<file path="src/rtl/minisrc_pkg.sv">
// Shared definitions for the Mini SRC control sequencer.
// Provides the 5-bit opcode map, the T-state encoding, and an opcode-class
// decoder so the output decode can select an execute sequence per class.
package minisrc_pkg;

    localparam int unsigned OP_W   = 5;
    localparam int unsigned STEP_W = 4;

    localparam logic [OP_W-1:0] OP_LD   = 5'b00000;
    localparam logic [OP_W-1:0] OP_LDI  = 5'b00001;
    localparam logic [OP_W-1:0] OP_ST   = 5'b00010;
    localparam logic [OP_W-1:0] OP_ADD  = 5'b00011;
    localparam logic [OP_W-1:0] OP_SUB  = 5'b00100;
    localparam logic [OP_W-1:0] OP_SHR  = 5'b00101;
    localparam logic [OP_W-1:0] OP_SHRA = 5'b00110;
    localparam logic [OP_W-1:0] OP_SHL  = 5'b00111;
    localparam logic [OP_W-1:0] OP_ROR  = 5'b01000;
    localparam logic [OP_W-1:0] OP_ROL  = 5'b01001;
    localparam logic [OP_W-1:0] OP_AND  = 5'b01010;
    localparam logic [OP_W-1:0] OP_OR   = 5'b01011;
    localparam logic [OP_W-1:0] OP_ADDI = 5'b01100;
    localparam logic [OP_W-1:0] OP_ANDI = 5'b01101;
    localparam logic [OP_W-1:0] OP_ORI  = 5'b01110;
    localparam logic [OP_W-1:0] OP_MUL  = 5'b01111;
    localparam logic [OP_W-1:0] OP_DIV  = 5'b10000;
    localparam logic [OP_W-1:0] OP_NEG  = 5'b10001;
    localparam logic [OP_W-1:0] OP_NOT  = 5'b10010;
    localparam logic [OP_W-1:0] OP_BR   = 5'b10011;
    localparam logic [OP_W-1:0] OP_JR   = 5'b10100;
    localparam logic [OP_W-1:0] OP_JAL  = 5'b10101;
    localparam logic [OP_W-1:0] OP_IN   = 5'b10110;
    localparam logic [OP_W-1:0] OP_OUT  = 5'b10111;
    localparam logic [OP_W-1:0] OP_MFHI = 5'b11000;
    localparam logic [OP_W-1:0] OP_MFLO = 5'b11001;
    localparam logic [OP_W-1:0] OP_NOP  = 5'b11010;
    localparam logic [OP_W-1:0] OP_HALT = 5'b11011;

    // T-state index; HALT sits outside the T0..T7 range
    typedef enum logic [STEP_W-1:0] {
        T0   = 4'd0,
        T1   = 4'd1,
        T2   = 4'd2,
        T3   = 4'd3,
        T4   = 4'd4,
        T5   = 4'd5,
        T6   = 4'd6,
        T7   = 4'd7,
        HALT = 4'd8
    } step_t;

    typedef enum logic [3:0] {
        CL_NOP, CL_ALU_R, CL_ALU_I, CL_MULDIV, CL_UNARY, CL_LD, CL_ST,
        CL_BR, CL_JR, CL_JAL, CL_IN, CL_OUT, CL_MFHI, CL_MFLO, CL_HALT
    } op_class_t;

    // Groups opcodes sharing an execute sequence; unknown codes fall to nop
    function automatic op_class_t op_class(input logic [OP_W-1:0] op);
        case (op)
            OP_ADD, OP_SUB, OP_SHR, OP_SHRA, OP_SHL,
            OP_ROR, OP_ROL, OP_AND, OP_OR:            return CL_ALU_R;
            OP_ADDI, OP_ANDI, OP_ORI, OP_LDI:         return CL_ALU_I;
            OP_MUL, OP_DIV:                           return CL_MULDIV;
            OP_NEG, OP_NOT:                           return CL_UNARY;
            OP_LD:                                    return CL_LD;
            OP_ST:                                    return CL_ST;
            OP_BR:                                    return CL_BR;
            OP_JR:                                    return CL_JR;
            OP_JAL:                                   return CL_JAL;
            OP_IN:                                    return CL_IN;
            OP_OUT:                                   return CL_OUT;
            OP_MFHI:                                  return CL_MFHI;
            OP_MFLO:                                  return CL_MFLO;
            OP_HALT:                                  return CL_HALT;
            default:                                  return CL_NOP;
        endcase
    endfunction

endpackage

</file>
<file path="src/rtl/control_step_counter.sv">
// T-state sequencer for the Mini SRC control unit.
// Ports: clk/rst_n (async active-low), stop (halt request), mem_wait (current
// step performs a RAM access), mem_done (RAM handshake), instr_end /
// instr_halt (decoded from the current step), step (current T-state), run.
module control_step_counter
    import minisrc_pkg::*;
#(
    parameter int unsigned MAX_STEP = 7
) (
    input  logic  clk,
    input  logic  rst_n,
    input  logic  stop,
    input  logic  mem_wait,
    input  logic  mem_done,
    input  logic  instr_end,
    input  logic  instr_halt,
    output step_t step,
    output logic  run
);

    localparam step_t LAST_STEP = step_t'(STEP_W'(MAX_STEP));

    logic stop_pending;
    logic at_end;

    // Running past the last T-state always terminates the instruction
    assign at_end = instr_end || (step == LAST_STEP);

    // Step register: holds in memory steps until mem_done, HALT is sticky
    always_ff @(posedge clk or negedge rst_n) begin
        if (!rst_n) begin
            step         <= T0;
            run          <= 1'b1;
            stop_pending <= 1'b0;
        end else begin
            stop_pending <= stop_pending | stop;
            if (step == HALT) begin
                run <= 1'b0;
            end else if (!mem_wait || mem_done) begin
                if (instr_halt || (at_end && stop_pending)) begin
                    step <= HALT;
                    run  <= 1'b0;
                end else if (at_end) begin
                    step <= T0;
                end else begin
                    step <= step_t'(step + STEP_W'(1));
                end
            end
        end
    end

endmodule

</file>
<file path="src/rtl/minisrc_control_unit.sv">
// Hardwired Moore control unit for the Mini SRC CPU.
// Ports: clock, clear (async active-low), ir (opcode in ir[31:27]), con_ff,
// mem_done, stop; outputs are every datapath control strobe, the ALU opcode
// and run. Strobes decode from the registered T-state and the IR opcode
// (plus con_ff for the conditional branch write).
module minisrc_control_unit
    import minisrc_pkg::*;
#(
    parameter int unsigned RESET_PC_SEL = 0,
    parameter int unsigned MAX_STEP     = 7
) (
    input  logic        clock,
    input  logic        clear,
    input  logic [31:0] ir,
    input  logic        con_ff,
    input  logic        mem_done,
    input  logic        stop,
    output logic        Gra,
    output logic        Grb,
    output logic        Grc,
    output logic        Rin,
    output logic        Rout,
    output logic        BAout,
    output logic        PCout_en,
    output logic        IncPC,
    output logic        PC_en,
    output logic        IR_en,
    output logic        Yin,
    output logic        HIout,
    output logic        HIin,
    output logic        LOout,
    output logic        LOin,
    output logic        Cout,
    output logic        Zhighout,
    output logic        Zlowout,
    output logic        Zin,
    output logic        MDRout,
    output logic        MDRin,
    output logic        MARin,
    output logic        memRead,
    output logic        memWrite,
    output logic        inPort_en,
    output logic        outPort_en,
    output logic        CONin,
    output logic [4:0]  opcode,
    output logic        run
);

    logic [OP_W-1:0] op;
    op_class_t       cls;
    step_t           step;
    logic            instr_end_c;
    logic            instr_halt_c;
    logic            mem_wait_c;
    logic            unused_bits;

    assign op          = ir[31:27];
    assign cls         = op_class(op);
    assign mem_wait_c  = memRead | memWrite;
    assign unused_bits = ^{ir[26:0], 32'(RESET_PC_SEL)};

    control_step_counter #(
        .MAX_STEP (MAX_STEP)
    ) u_step (
        .clk        (clock),
        .rst_n      (clear),
        .stop       (stop),
        .mem_wait   (mem_wait_c),
        .mem_done   (mem_done),
        .instr_end  (instr_end_c),
        .instr_halt (instr_halt_c),
        .step       (step),
        .run        (run)
    );

    // Control strobe decode per T-state and opcode class
    always_comb begin
        Gra = 1'b0; Grb = 1'b0; Grc = 1'b0; Rin = 1'b0; Rout = 1'b0;
        BAout = 1'b0; PCout_en = 1'b0; IncPC = 1'b0; PC_en = 1'b0;
        IR_en = 1'b0; Yin = 1'b0; HIout = 1'b0; HIin = 1'b0; LOout = 1'b0;
        LOin = 1'b0; Cout = 1'b0; Zhighout = 1'b0; Zlowout = 1'b0;
        Zin = 1'b0; MDRout = 1'b0; MDRin = 1'b0; MARin = 1'b0;
        memRead = 1'b0; memWrite = 1'b0; inPort_en = 1'b0;
        outPort_en = 1'b0; CONin = 1'b0; opcode = '0;
        instr_end_c = 1'b0; instr_halt_c = 1'b0;

        case (step)
            T0: begin
                PCout_en = 1'b1; MARin = 1'b1; IncPC = 1'b1; Zin = 1'b1;
                opcode = OP_ADD;
            end
            T1: begin
                Zlowout = 1'b1; PC_en = 1'b1; memRead = 1'b1; MDRin = 1'b1;
            end
            T2: begin
                MDRout = 1'b1; IR_en = 1'b1;
            end
            T3: begin
                case (cls)
                    CL_ALU_R:  begin Grb = 1'b1; Rout = 1'b1; Yin = 1'b1; end
                    CL_ALU_I: begin
                        Grb = 1'b1; Yin = 1'b1;
                        if (op == OP_LDI) BAout = 1'b1;
                        else              Rout  = 1'b1;
                    end
                    CL_MULDIV: begin Gra = 1'b1; Rout = 1'b1; Yin = 1'b1; end
                    CL_UNARY: begin
                        Grb = 1'b1; Rout = 1'b1; Zin = 1'b1; opcode = op;
                    end
                    CL_LD, CL_ST: begin Grb = 1'b1; BAout = 1'b1; Yin = 1'b1; end
                    CL_BR:    begin Gra = 1'b1; Rout = 1'b1; CONin = 1'b1; end
                    CL_JR: begin
                        Gra = 1'b1; Rout = 1'b1; PC_en = 1'b1; instr_end_c = 1'b1;
                    end
                    // Link register is named by the rb field of jal
                    CL_JAL:   begin PCout_en = 1'b1; Grb = 1'b1; Rin = 1'b1; end
                    CL_IN: begin
                        inPort_en = 1'b1; Gra = 1'b1; Rin = 1'b1; instr_end_c = 1'b1;
                    end
                    CL_OUT: begin
                        Gra = 1'b1; Rout = 1'b1; outPort_en = 1'b1; instr_end_c = 1'b1;
                    end
                    CL_MFHI: begin
                        HIout = 1'b1; Gra = 1'b1; Rin = 1'b1; instr_end_c = 1'b1;
                    end
                    CL_MFLO: begin
                        LOout = 1'b1; Gra = 1'b1; Rin = 1'b1; instr_end_c = 1'b1;
                    end
                    CL_HALT:  instr_halt_c = 1'b1;
                    default:  instr_end_c  = 1'b1;
                endcase
            end
            T4: begin
                case (cls)
                    CL_ALU_R: begin
                        Grc = 1'b1; Rout = 1'b1; Zin = 1'b1; opcode = op;
                    end
                    CL_ALU_I: begin
                        Cout = 1'b1; Zin = 1'b1;
                        opcode = (op == OP_LDI) ? OP_ADD : op;
                    end
                    CL_MULDIV: begin
                        Grb = 1'b1; Rout = 1'b1; Zin = 1'b1; opcode = op;
                    end
                    CL_UNARY: begin
                        Zlowout = 1'b1; Gra = 1'b1; Rin = 1'b1; instr_end_c = 1'b1;
                    end
                    CL_LD, CL_ST: begin Cout = 1'b1; Zin = 1'b1; opcode = OP_ADD; end
                    CL_BR:    begin PCout_en = 1'b1; Yin = 1'b1; end
                    CL_JAL: begin
                        Gra = 1'b1; Rout = 1'b1; PC_en = 1'b1; instr_end_c = 1'b1;
                    end
                    default:  instr_end_c = 1'b1;
                endcase
            end
            T5: begin
                case (cls)
                    CL_ALU_R, CL_ALU_I: begin
                        Zlowout = 1'b1; Gra = 1'b1; Rin = 1'b1; instr_end_c = 1'b1;
                    end
                    CL_MULDIV:    begin Zlowout = 1'b1; LOin = 1'b1; end
                    CL_LD, CL_ST: begin Zlowout = 1'b1; MARin = 1'b1; end
                    CL_BR:        begin Cout = 1'b1; Zin = 1'b1; opcode = OP_ADD; end
                    default:      instr_end_c = 1'b1;
                endcase
            end
            T6: begin
                case (cls)
                    CL_MULDIV: begin
                        Zhighout = 1'b1; HIin = 1'b1; instr_end_c = 1'b1;
                    end
                    CL_LD:   begin memRead = 1'b1; MDRin = 1'b1; end
                    CL_ST:   begin Gra = 1'b1; Rout = 1'b1; MDRin = 1'b1; end
                    CL_BR: begin
                        // Branch target is written only when the condition held
                        Zlowout = con_ff; PC_en = con_ff; instr_end_c = 1'b1;
                    end
                    default: instr_end_c = 1'b1;
                endcase
            end
            T7: begin
                instr_end_c = 1'b1;
                case (cls)
                    CL_LD:   begin MDRout = 1'b1; Gra = 1'b1; Rin = 1'b1; end
                    CL_ST:   memWrite = 1'b1;
                    default: ;
                endcase
            end
            default: ;
        endcase
    end

endmodule
</file>
<file path="config.mk">
export PLATFORM = sky130hd
export DESIGN_NAME = minisrc_control_unit
export DESIGN_NICKNAME = d
export VERILOG_FILES = /design/src/rtl/minisrc_pkg.sv /design/src/rtl/control_step_counter.sv /design/src/rtl/minisrc_control_unit.sv
export SDC_FILE = /design/constraint.sdc
export NUM_CORES = 1
export LEC_CHECK = 0
export CAP_MARGIN = 20
export CORE_MARGIN = 1.5
export CORE_UTILIZATION = 42
export DETAILED_ROUTE_END_ITERATION = 16
export GPL_TIMING_DRIVEN = 0
export HOLD_SLACK_MARGIN = 0.06
export PLACE_DENSITY = 0.82
export SYNTH_ARGS = -nofsm -noshare
export SYNTH_HDL_FRONTEND = slang
export SYNTH_SLANG_ARGS = --single-unit
export TNS_END_PERCENT = 10
</file>
<file path="constraint.sdc">
create_clock -name clock -period 5.7 [get_ports clock]
set_input_delay 1.71 -clock clock [delete_from_list [all_inputs] [get_ports clock]]
set_output_delay 1.71 -clock clock [all_outputs]
set_load 0.1 [all_outputs]
</file>
; After elaboration in Yosys (flattened, before gate mapping)
; Memory sizes are Yosys's and may differ from the RTL's.
; Cells that the tools add are included.
[op_classes]
add_sub_neg = 1
n_eq_ne = 23
muxes = 69
bitwise_logic = 3
n_reduce_logical = 24
[op_table]
columns = cell, n
row1 = 2-to-1 mux 1 bit, 45
row2 = "== test 4 x 3 -> 1 bit, second input constant", 8
row3 = "== test 4 bit, second input constant", 8
row4 = one-hot mux 5 bit (4 select lines), 1
row5 = one-hot mux 1 bit (2 select lines), 9
row6 = OR reduction 6 bit, 3
row7 = "== test 4 x 2 -> 1 bit, second input constant", 4
row8 = one-hot mux 1 bit (4 select lines), 4
row9 = one-hot mux 5 bit (3 select lines), 1
row10 = 2-to-1 mux 5 bit, 2
row11 = one-hot mux 1 bit (5 select lines), 2
row12 = OR reduction 9 bit, 1
row13 = "== test 4 x 1 -> 1 bit, second input constant", 2
row14 = 2-to-1 mux 4 bit, 2
row15 = OR reduction 2 bit, 4
row16 = OR reduction 4 bit, 2
row17 = OR reduction 7 bit, 1
row18 = one-hot mux 1 bit (3 select lines), 2
row19 = OR reduction 3 bit, 2
row20 = "== test 5 x 1 -> 1 bit, second input constant", 1
row21 = OR reduction 5 bit, 1
row22 = "adder 4 x 1 -> 4 bit, second input constant", 1
row23 = zero test 4 bit, 1
row24 = AND reduction 2 bit, 2
row25 = 7 further kinds, 11
[totals]
regBits = 6
romBits = 128
inputBits = 37
out_inout_bits = 33
word_cells = 124
mem_count = 1
[memory_table]
columns = memory, depth, word_bits, read_ports, rd_ports_with_merged_regs, wr, line_no
row1 = (name not given), 32, 4, 1, 0, 0, minisrc_pkg.sv:58  ; case (op)

; Longest topological paths before layout
; Gate-level depths: netlist (run 1).
; An unclocked memory read counts as a cell.
[logic_depth]
ltp_word = 11
depth_mapped = 10
ltp_nobuf = 9

; Hierarchy
; Synthesis (run 1) repeated with hierarchy kept, for this count alone.
[hier_totals]
hier_cells = 211
hier_area_um2 = 1440.1
[by_module_without_submodules]
columns = module, n_inst, cells_each, area_per_inst_um2, seq_area_each_um2
row1 = minisrc_control_unit, 1, 172, 1064.8, 0.0
row2 = control_step_counter, 1, 39, 375.4, 151.4

; Worst setup path before layout (run 1)
; Ideal clock, no wire load.
[synth_timing]
kind = input to output
start = input ir[27]
end = output Grb
arrival_time_ps = 5264
required_ps = 3990
slack_ps = -1274
stages = 10
n_path_buf = 1
cell_sequence = inv_1 ha_1 xnor2_1 o221ai_2 and2_4 buf_6 a21oi_1 o211ai_1 o21ai_0 a21boi_0
[synth_between]
elab_chain_len = 5
word_cells_on_any_way = 12
classes_between = eq/ne (7) / mux (3) / reduce/logical (1) / memory (1)
[synth_rtl]
columns = element, line_no
row1 = "start, declared", minisrc_control_unit.sv:14  ; input logic [31:0] ir,
row2 = memory read (32 x 4 bit) (*), --
row3 = "== test 4 x 3 -> 1 bit, or another cell as far along", minisrc_control_unit.sv:99  ; case (cls)
row4 = OR reduction 6 bit (no line), --
row5 = 2-to-1 mux 1 bit, minisrc_control_unit.sv:99
row6 = one-hot mux 1 bit (2 select lines) (*), minisrc_control_unit.sv:87  ; case (step)
row7 = "end, declared", minisrc_control_unit.sv:19  ; output logic Grb,
; Every way passes the cells marked *; elsewhere a longest branch is shown, timed or not.

; Worst setup path after layout (run 1)
[layout_timing]
start = input ir[28]
end = output Gra
[layout_between]
elab_chain_len = 5
word_cells_on_any_way = 23
classes_between = eq/ne (13) / mux (6) / reduce/logical (3) / memory (1)
[layout_rtl]
columns = element, line_no
row1 = memory read (32 x 4 bit) (*), --
row2 = "== test 4 x 3 -> 1 bit, or another cell as far along", minisrc_control_unit.sv:99
row3 = "OR reduction 7 bit (no line), or another cell as far along", --
row4 = 2-to-1 mux 1 bit (on tied branches), "minisrc_control_unit.sv:99, minisrc_control_unit.sv:134, minisrc_control_unit.sv:157"
row5 = one-hot mux 1 bit (5 select lines) (*), minisrc_control_unit.sv:87
row6 = "end, declared", minisrc_control_unit.sv:18  ; output logic Gra,
; Marked as above.

==> results of run 1 <==
-- report_power, final --
| part | total (W) | switching (W) | internal [W] |
|---|---|---|---|
| Sequential | 0.0000428 | 0.0000000000000000000160 | 0.0000428 |
| Combinational | 0.0000884 | 0.0000537 | 0.0000347 |
| Clock | 0.0000411 | 0.0000146 | 0.0000265 |
| Total | 0.000172 | 0.0000684 | 0.000104 |
-- cell type report --
class	count	area, µm²
Fill cell	323	1320
Multi-Input combinational cell	175	1280
Timing Repair Buffer	42	407
Sequential cell	6	151
Buffer	9	73.8
Tap cell	46	57.6
Inverter	11	41.3
Clock buffer	4	26.3
-- repair_timing --
action                                  CTS  global route
pin swaps                                 4             2
hold endpoints to repair                  0             0
endpoints found under the setup margin   30            24
buffers inserted                          2             0
gates resized for setup                 165            11
-- per-layer routing --
layer	share of wire, %	global-route usage (%)
met3	7.2	1.44
met5	0	0
met2	48	41.3
met4	1.9	6.39
met1	43	31.4
-- synthesized netlist by cell type, drive strengths merged (4+ instances only) --
cell | count | area share [%]
nor2b | 6 | 3.0
buf | 7 | 4.2
dfrtp | 5 | 8.4
a21o | 6 | 3.0
inv | 11 | 2.8
nor3 | 6 | 3.0
a21oi | 7 | 3.4
o21ai | 15 | 5.3
nand2 | 30 | 7.7
or2 | 4 | 1.8
nand3 | 6 | 2.0
o211ai | 4 | 2.4
and2 | 10 | 4.5
ha | 8 | 6.7
nor2 | 20 | 5.2
-- flip-flops by register name (all words and copies together) (netlist names) --
signal / flops
u_step.step: 4
u_step.run: 1
u_step.stop_pending: 1
-- cells by family after synthesis --
group,count (synthesis)
multiplexers,3
flip-flops,6
AND/OR/NAND/NOR,97
AO/OA/AOI/OAI,65
adder cells (fa/ha/maj),8
buffers and inverters,20
XOR/XNOR,2
-- stage by stage --
stage	cell area (µm²)	TNS, ps
detailed placement	1960	-37960
global route	2040	-614
CTS	2010	0
finish	2040	0
global placement	1960	-36590
floorplan	1500	-4290
-- tightest hold or removal path, stage by stage, from the launching register on --
cell      delay, ps
dfstp_2         360
o311ai_1         60
a31oi_1          50
-- worst max path at each step --
| stage | cells past startpoint | slack [ps] | end | startpoint |
|---|---|---|---|---|
| 3_3_place_gp | 11 | -1600 | opcode[0] | ir[27] |
| 3_5_place_dp | 11 | -1630 | opcode[0] | ir[27] |
| 6_report | 11 | 10 | Gra | ir[28] |
| 2_1_floorplan | 8 | -480 | Cout | ir[27] |
| 5_1_grt | 11 | -80 | opcode[1] | ir[28] |
| 4_1_cts | 9 | 2 | Grc | ir[27] |
==> flow_summary.toml, run 1 <==
[power_and_ir_drop]
p_per_area_nw_per_um2 = 84.5
total_power_w = 0.000172
leakagePower_nw = 0.890
ir_drop_v = 0.0000797

[setup_path]
arrival_ps = 3980
cp-end-kind = "primary output"
cp_cell_sequence = "clkdlybuf4s15_2, inv_1, ha_1, and2b_1, o311ai_4, buf_4, o21ai_0, a2bb2oi_1, o311a_1, o21ai_1, buf_6"
critPathBufInv = 4
critical-path-top-delay-family = "compound AO/OA/AOI/OAI gates"
rr_endpoint = "u_step.step[3]$_DFFE_PN0P_"
cp.required_ps = 3990
reg2reg_slack_ps = 3380
r2r_start = "u_step.step[0]$_DFFE_PN0P_"
max_stage_delay_ps = 360
critPathMaxFanout = 5
crit_type = "input pin to primary output"
r2r_cells = 8
critPathLaunchType = "input pin"
critPathSlowestCell = "o311ai_4"

[detailed_routing]
drt-vias-per-instance = 5.95
dr_total_vias = 1743
drc = 0
wl_per_cell_um = 15.9
first_pass_iters = 4
routed_wirelength_um = 4670
drtIter0Drc = 150
ant_nets = 0

[timing]
hold_viol_final = 0
tightest_slew_ps = 966
rsz0062_at_grt = "true"
drv_slew = 0
clock.fmax_mhz = 176
slew_headroom_pct = 35.4
setup_violations = 0
fin_crit_sh_pct = 99.8
worst_slack_ps = 12.4
fin_crit_ps = 5690
hold_ws_ps = 470
fin_skew_ps = 6.68

[placed_design]
pre_cts_slack_ps = -1630
port_buffers = 40
hpwl_um = 3660
dp_cells = 287
place.gp.congestion = 1.00

[yosys]
ys_warn_count = 0
synth_xor_area_share_pct = 1.18
syn-num-nets = 246
synth-async-reset-ratio_pct = 100
synth_ff_type = "dfrtp_1"
synth_edf_count = 0
synth_adder_area_share_pct = 6.72
syn_area_um2 = 1490
ys_seq_elements = 6
muxShareOfSynthArea_pct = 2.43
synth-simple-area-share_pct = 36.4
synth_area_per_cell_um2 = 7.41
synth_cell_types = 76
synth_compound_gate_area_share_pct = 35.4
synth-seq-area-share_pct = 10.2
synth_top_family_by_area = "simple AND/OR/NAND/NOR gates"
syn_inst = 201

[cells_and_area]
area_delta_synth_final_pct = 36.9
final_common_cell = "nand2_1"
finalNetCount = 293
drive_gt1_share_pct = 34.4
fin_util_pct = 60.6
antennaDiodeCount = 0
final_cell_mix = "nand2_1, nor2_1"
fin_cells = 293

[clock_tree]
cts_sinks = 6
path_clk_slew_ps = 40
numCtsBuffers = 3
root_buffer = "clkbuf_4"
tritoncts = "yes"
cts_hold_buffers = 0
htree_levels = 1
cts_buffer_depth = 2
insertion_delay_ps = 240

[global_route]
gr-total-overflow = 0
antenna_found_initial = 0
grt_pass1_wl_um = 7750
grt_pass1_vias = 1614
grt_usage_pct = 23.6
grt_max_degree = 11

[floorplan]
coreArea_um2 = 3360
pin_count = 70
placementRows = 21
start_util_pct = 44.3
die_x_um = 62.6
die_height_um = 62.6
die_area_um2 = 3910

[job]
drv_cap = 0

[hold_path]
hp-start = "u_step.run$_DFFE_PN1P_"
hold_path.class = "flip-flop to flip-flop"
hold-path-cell-count = 2
min_to = "u_step.run$_DFFE_PN1P_"

[run_status]
outcome = "completed"
Note: power is estimated with default switching activity, not from simulation.
==> run 2, diff against run 1 <==
--- a/config.mk
+++ b/config.mk
@@ -5,13 +5,12 @@
 export SDC_FILE = /design/constraint.sdc
 export NUM_CORES = 1
 export LEC_CHECK = 0
-export CAP_MARGIN = 20
 export CORE_MARGIN = 1.5
-export CORE_UTILIZATION = 42
+export CORE_UTILIZATION = 35
 export DETAILED_ROUTE_END_ITERATION = 16
 export GPL_TIMING_DRIVEN = 0
 export HOLD_SLACK_MARGIN = 0.06
-export PLACE_DENSITY = 0.82
+export PLACE_DENSITY = 0.7
 export SYNTH_ARGS = -nofsm -noshare
 export SYNTH_HDL_FRONTEND = slang
 export SYNTH_SLANG_ARGS = --single-unit
==> flow_summary.toml, run 2 (synthesis results as in run 1) <==
[run_status]
outcome = "completed"

[global_route]
gr-total-overflow = 0
grt_pass1_wl_um = 7180
antenna_found_initial = 0
grt_max_degree = 11
grt_usage_pct = 20.1
grt_pass1_vias = 1565

[cells_and_area]
area_delta_synth_final_pct = 41.5
top_regs = "u_step.step: 4 flops, u_step.run: 1 flops, u_step.stop_pending: 1 flops"
final_common_cell = "nand2_1"
drive_gt1_share_pct = 36.1
largest_reg_flops = 4
fin_cells = 299
final_cell_mix = "nand2_1, nor2_1, o21ai_0"
fin_area_um2 = 2110
largest_register = "u_step.step"
finalNetCount = 295
antennaDiodeCount = 0

[detailed_routing]
drc = 0
ant_nets = 0
routed_wirelength_um = 4580
drt-vias-per-instance = 5.66
wl_per_cell_um = 15.3
dr_total_vias = 1691
drtIter0Drc = 193
first_pass_iters = 6

[setup_path]
crit_type = "input pin to primary output"
cp_cell_sequence = "clkdlybuf4s15_2, inv_2, ha_2, and2b_1, o311ai_4, a21o_1, nand2_1, a2bb2oi_2, o311a_1, o21ai_1, buf_6"
cp-end-kind = "primary output"
max_stage_delay_ps = 400
critPathSlowestCell = "o311ai_4"
critPathMaxFanout = 5
cp.required_ps = 3990
critPathLaunchType = "input pin"
arrival_ps = 3910

[power_and_ir_drop]
p_sw_share_pct = 35.9
seqPwrFrac_pct = 21.4
clock_power_share_pct = 32.9
p_int_w = 0.000128
p_per_area_nw_per_um2 = 95.0
p_sw_w = 0.0000719
leakagePower_nw = 0.913
ir_drop_v = 0.0000685
total_power_w = 0.000200
pwr-share-comb_pct = 45.7

[floorplan]
pin_count = 70
die_x_um = 68.3
coreArea_um2 = 4060
die_area_um2 = 4660
die_height_um = 68.3
placementRows = 23
start_util_pct = 36.7

[timing]
tns_ps = 0
fin_skew_ps = 2.85
fin_crit_ps = 5620
hold_viol_final = 0
rsz0062_at_grt = "true"
slew_headroom_pct = 35.5
setup_violations = 0
tightest_slew_ps = 965
drv_slew = 0
clock.fmax_mhz = 178
worst_slack_ps = 79.6
fin_crit_sh_pct = 98.6

[clock_tree]
root_buffer = "clkbuf_8"
cts_hold_buffers = 0
insertion_delay_ps = 220
path_clk_slew_ps = 30
cts_buffer_depth = 2
cts_sinks = 6
htree_levels = 1
numCtsBuffers = 3
tritoncts = "yes"

[placed_design]
dp_cells = 291
pre_cts_slack_ps = -1640
port_buffers = 40
place.gp.congestion = 0.929
hpwl_um = 3590
place_area_um2 = 1960

[hold_path]
hold_path.class = "flip-flop to flip-flop"

[job]
drv_cap = 0
[run 2: changes by cell type in the layout (fill, tap and decap cells not counted), sizes merged]
cell and delta:
clkbuf +2, buf +2, clkdlybuf4s15 -2
[run 2: what timing repair did]
action                     4_1_cts  5_1_grt
hold endpoints to repair         0        0
setup endpoints to repair       30       20
buffers inserted                 3        1
pin swaps                        3        3
resized for setup              163       26
[run 2: worst paths after layout]
path | to | startpoint | slack (ps) | depth (start not counted)
min reg2reg | u_step.run$_DFFE_PN1P_ | u_step.run$_DFFE_PN1P_ | 470 | 2
max reg2reg | u_step.step[3]$_DFFE_PN0P_ | u_step.step[0]$_DFFE_PN0P_ | 3450 | 8
max | Gra | ir[28] | 80 | 11
max in group asynchronous | u_step.run$_DFFE_PN1P_ | clear | 3710 | 1
min | u_step.run$_DFFE_PN1P_ | u_step.run$_DFFE_PN1P_ | 470 | 2
min in group asynchronous | u_step.step[2]$_DFFE_PN0P_ | clear | 1720 | 1
[run 2: per-stage QoR]
step	utilization [%]	hold WS, ps
6_report	52.0	474
5_1_grt	52.0	490
4_1_cts	50.5	477
3_5_place_dp	48.4	468
3_3_place_gp	48.4	467
2_1_floorplan	-	432
[run 2: worst max-delay path, delay by kind of cell]
kind            cells  cell delay [ps]
fa+ha+maj           1              210
compound gates      5             1050
simple gates        2              360
buf+inv             3              570
[run 2: power by group through the flow]
| stage | logic [W] | clock network, W | registers [W] |
|---|---|---|---|
| final | 0.0000915 | 0.0000658 | 0.0000429 |
| after global routing | 0.0000993 | 0.0000717 | 0.0000428 |
| after CTS | 0.0000851 | 0.0000675 | 0.0000429 |
| after floorplan | 0.0000569 | 0 | 0.0000434 |
| after detailed placement | 0.0000785 | 0 | 0.0000434 |
| after global placement | 0.0000782 | 0 | 0.0000434 |
[run 2: final cells by class]
type | count | area (µm²)
fillers | 399 | 1950
multi-input cells | 175 | 1310
repair buffers | 44 | 424
flip-flops and latches | 6 | 151
plain buffers | 9 | 73.8
well taps | 50 | 62.6
clock buffers | 4 | 45.0
inverters | 11 | 41.3
[run 2: routing by layer]
layer  part of all wire [%]  GRT usage, %  vias up
li1                       -             -      832
met1                     47          28.1      775
met2                     46          32.0       74
met3                    6.0          1.32       10
met4                    1.7          7.50        0
met5                      0             0        -
